### config.mk
export PLATFORM = sky130hd
export DESIGN_NAME = fifo_rr_scheduler
export DESIGN_NICKNAME = d
export VERILOG_FILES = /design/src/rtl/fifo_rr_scheduler.sv
export SDC_FILE = /design/constraint.sdc
export NUM_CORES = 1
export LEC_CHECK = 0
export BUFFER_PORTS_ARGS = -buffer_cell sky130_fd_sc_hd__buf_2
export CORE_UTILIZATION = 23
export DETAILED_ROUTE_END_ITERATION = 6
export HOLD_SLACK_MARGIN = 0.02
export SYNTH_ARGS = -nofsm -noshare
export SYNTH_HDL_FRONTEND = slang
export SYNTH_SLANG_ARGS = --single-unit
### constraint.sdc
create_clock -name clk -period 4 [get_ports clk]
set_input_delay 0.2 -clock clk [delete_from_list [all_inputs] [get_ports clk]]
set_output_delay 0.2 -clock clk [all_outputs]
set_load 0.05 [all_outputs]
### src/rtl/fifo_rr_scheduler.sv
// Round-robin write arbiter feeding a shared FIFO, plus a three-state read
// sequencer that hides the FIFO's registered read port from the consumer.
module fifo_rr_scheduler #(
    parameter int  data_width = 16,
    parameter int  num_req    = 4,
    localparam int src_bits   = (num_req > 1) ? $clog2(num_req) : 1
) (
    input  logic                           clk,
    input  logic                           rst_n,
    input  logic [num_req-1:0]             req,
    input  logic [num_req*data_width-1:0]  req_data,
    output logic [num_req-1:0]             req_ack,
    output logic                           fifo_wr_en,
    output logic [data_width+src_bits-1:0] fifo_din,
    input  logic                           fifo_full,
    input  logic                           fifo_empty,
    input  logic [data_width+src_bits-1:0] fifo_dout,
    output logic                           fifo_rd_en,
    output logic                           out_valid,
    output logic [data_width-1:0]          out_data,
    output logic [src_bits-1:0]            out_src,
    input  logic                           out_ready
);

    typedef logic [src_bits:0] cand_t;
    typedef enum logic [1:0] {IDLE, WAIT, VALID} state_t;

    logic [data_width-1:0] lane_data [num_req];
    logic [src_bits-1:0]   last_grant_reg;
    logic [src_bits-1:0]   grant_idx;
    logic                  grant_found;
    logic                  grant_ok;
    cand_t                 cand;

    state_t                state_reg, state_next;
    logic                  capture;
    logic [data_width-1:0] out_data_reg;
    logic [src_bits-1:0]   out_src_reg;

    genvar gi;
    generate
        for (gi = 0; gi < num_req; gi++) begin : g_lane
            assign lane_data[gi] = req_data[gi*data_width +: data_width];
        end
    endgenerate

    // Search starts one past the previous winner and wraps modulo num_req.
    always_comb begin
        grant_found = 1'b0;
        grant_idx   = '0;
        cand        = '0;
        for (int k = 1; k <= num_req; k++) begin
            cand = {1'b0, last_grant_reg} + cand_t'(k);
            if (cand >= cand_t'(num_req)) begin
                cand = cand - cand_t'(num_req);
            end
            if (!grant_found && req[cand[src_bits-1:0]]) begin
                grant_found = 1'b1;
                grant_idx   = cand[src_bits-1:0];
            end
        end
    end

    // Gating with rst_n keeps the combinational write side quiet during reset.
    assign grant_ok = rst_n && !fifo_full && grant_found;

    always_comb begin
        req_ack    = '0;
        fifo_wr_en = 1'b0;
        fifo_din   = '0;
        if (grant_ok) begin
            req_ack[grant_idx] = 1'b1;
            fifo_wr_en         = 1'b1;
            fifo_din           = {grant_idx, lane_data[grant_idx]};
        end
    end

    always_ff @(posedge clk or negedge rst_n) begin
        if (!rst_n) begin
            last_grant_reg <= src_bits'(num_req - 1);
        end else if (grant_ok) begin
            last_grant_reg <= grant_idx;
        end
    end

    always_ff @(posedge clk or negedge rst_n) begin
        if (!rst_n) begin
            state_reg <= IDLE;
        end else begin
            state_reg <= state_next;
        end
    end

    // WAIT exists only so the FIFO's registered dout has caught up with its head.
    always_comb begin
        state_next = state_reg;
        out_valid  = 1'b0;
        fifo_rd_en = 1'b0;
        capture    = 1'b0;
        case (state_reg)
            IDLE: begin
                if (!fifo_empty) begin
                    state_next = WAIT;
                end
            end
            WAIT: begin
                capture    = 1'b1;
                state_next = VALID;
            end
            VALID: begin
                out_valid = 1'b1;
                if (out_ready) begin
                    fifo_rd_en = 1'b1;
                    state_next = IDLE;
                end
            end
            default: state_next = IDLE;
        endcase
    end

    always_ff @(posedge clk or negedge rst_n) begin
        if (!rst_n) begin
            out_data_reg <= '0;
            out_src_reg  <= '0;
        end else if (capture) begin
            out_data_reg <= fifo_dout[data_width-1:0];
            out_src_reg  <= fifo_dout[data_width +: src_bits];
        end
    end

    assign out_data = out_data_reg;
    assign out_src  = out_src_reg;

endmodule

==> flow_summary.ini <==
[outcome]
status = complete, no violations

[hold_path]
hold_class = in2reg

[worst_setup_path]
path_max_fanout = 23
cp.arrival_ns = 2.60
worstSetupPathType = in2out
cp-start-kind = primary input
r2r_start = last_grant_reg[0]
endpoint_kind = output port
crit_slowest_cell = dlygate4sd3_1
critPathLaunch = rst_n
r2r_slack_ns = 2.35
crit_buf_inv = 4
path_cells = dlygate4sd3_1 -> buf_2 -> nand2b_1 -> or2_2 -> inv_2 -> nand2_1 -> o22ai_1 -> buf_2
endpoint = fifo_din[4]
r2r_cells = 6
worstReg2RegEnd = last_grant_reg[0]
critPathMostFrequentCell = buf_2
required_ns = 3.80
critical-path-top-delay-family = buffers and inverters
max_stage_delay_ns = 0.51
path_depth = 8

[clocking]
clockBufferDepth = 2
clk-insertion-delay-late_ns = 0.26
clkTransAtPathRegs_ns = 0.07
post_cts_buffers = 0
cts_tree = done
numCtsBuffers = 3
root_buffer = clkbuf_8
htreeDepth = 1
clock_sinks = 22

[placement]
place_ws_ns = 1.67
dpl_cell_area_mm2 = 0.00214
dpl.hpwl_um = 3180
portBuffers = 133
place.gp.congestion = 0.679

[layout]
largest_reg_flops = 16
fillers = 609
drive_gt1_share_pct = 62.3
n_antenna_cell = 0
synthToLayoutAreaGrowth_pct = 53.0
fin_area_mm2 = 0.00220
final_net_count = 352

[global_routing]
overflow = 0
grt_pass1_wl_um = 5480
grt_max_degree = 24
grt_pass1_vias = 1296
grt_util_all_layers_pct = 10.7
antenna_found_initial = 0

[synth]
synth_seq_cells = 22
yosysWarnings = 0
ys_types = 28
synthCells = 129
synth.cell_area_mm2 = 0.00144
synthesis.nets = 220
yosysSeqAreaShare_pct = 38.4
synth.avg_cell_area_um2 = 11.2

[die]
fp.dieH_um = 81.1
fp-row-count = 28
io_pins = 134
die_w_um = 81.1
die_area_mm2 = 0.00658
start_util_pct = 24.0
core_area_mm2 = 0.00599

[timing]
fmax_mhz = 357
fin_tns_setup_ns = 0
tightest_slew_ns = 0.864
finalHoldViolCount = 0
slew_headroom_pct = 42.4
drv_slew = 0
worst_slack_ns = 1.20
finalClockSkew_ns = 0.00105
timing.hold.ws_ns = 0.0770
rsz0062_at_grt = no
period_minus_slack_ns = 2.80
setup_viol = 0
fin_crit_sh_pct = 70.0

[run]
cap_violations = 0

[detailed_routing]
totalWireLength_um = 3930
vias_per_cell = 4.39
ant_nets = 0
drt_iter0_drc = 17
drc = 0
dr_total_vias = 1470
first_pass_iters = 4
wl_per_cell_um = 11.7

[power_and_ir_drop]
leakagePower_nw = 1.23
powerDensity_mw_per_mm2 = 681
power.total_mw = 1.50
ir_drop_v = 0.000419
==> cell type report <==
cell class / count / area [um^2] / area share (%)
timing repair buffer: 136 / 691 / 31.4
inverter: 4 / 15.0 / 0.682
clock buffer: 4 / 55.1 / 2.50
tap: 75 / 93.8 / 4.26
multi-input combinational: 94 / 793 / 36.0
sequential: 22 / 553 / 25.1
==> metal layers <==
| layer | GRT usage (%) | wire, um | vias to the layer above |
|---|---|---|---|
| met4 | 4.11 | 45 | 0 |
| met3 | 1.80 | 306 | 5 |
| li1 | - | - | 737 |
| met1 | 11.5 | 1520 | 660 |
| met2 | 20.4 | 2060 | 68 |
| met5 | 0 | 0 | - |
==> power by group <==
part | switching, mW | total (mW) | leakage, nW | internal (mW)
Sequential | 0.0538 | 0.387 | 0.256 | 0.334
Combinational | 0.655 | 0.957 | 0.940 | 0.302
Clock | 0.0666 | 0.154 | 0.0288 | 0.0876
==> layout by cell type (no fill, tap or decap), types with 2 or more instances in the layout <==
cell type	n
nand2b_1	6
dfstp_2	2
clkbuf_8	4
nor3_1	2
nand2_1	3
mux2i_1	32
inv_1	3
dfrtp_1	20
mux2_2	18
nor2_1	4
o22ai_1	16
buf_2	133
buf_4	2
==> what timing repair did <==
| item | in CTS | in global routing |
|---|---|---|
| hold buffers | 1 | 0 |
| gates resized for setup | 0 | 0 |
| setup endpoints to repair | 0 | 0 |
| hold endpoints to repair | 20 | 0 |
==> kinds of logic after synthesis <==
logic type | synth area share, %
multiplexers | 36.3
AO/OA/AOI/OAI | 10.5
flip-flops | 38.4
AND/OR/NAND/NOR | 7.74
buffers and inverters | 6.96
==> worst min path at each step <==
stage               cells after the start           end       start
floorplan                               0   out_data[0]       rst_n
global placement                        1   out_data[2]       rst_n
detailed placement                      1  state_reg[1]       rst_n
CTS                                     2  state_reg[0]  fifo_empty
global route                            2  state_reg[0]  fifo_empty
finish                                  2  state_reg[0]  fifo_empty
==> metrics by stage <==
step	util, %	cells
2_1_floorplan	-	129
3_3_place_gp	35.7	330
3_5_place_dp	35.7	330
4_1_cts	36.7	335
5_1_grt	36.7	335
6_report	36.7	335
==> synthesized netlist by cell type, drive strengths merged <==
master,n,share of area (%)
dfstp,2,3.7
inv,4,1.0
o22ai,16,7.0
nand2,3,0.78
nand2b,6,2.6
nor4,1,0.44
and3,1,0.44
dfrtp,20,35
nor2,4,1.0
nor3,2,0.70
buf,7,5.4
a21oi,1,0.35
or2,2,0.87
a211oi,1,0.87
o221ai,1,0.61
mux2,18,14
o21ai,2,0.69
clkbuf,2,0.52
nor2b,1,0.44
o211ai,1,0.52
a21o,1,0.52
mux2i,32,22
and2,1,0.44
Note: power is estimated with default switching activity, not from simulation.
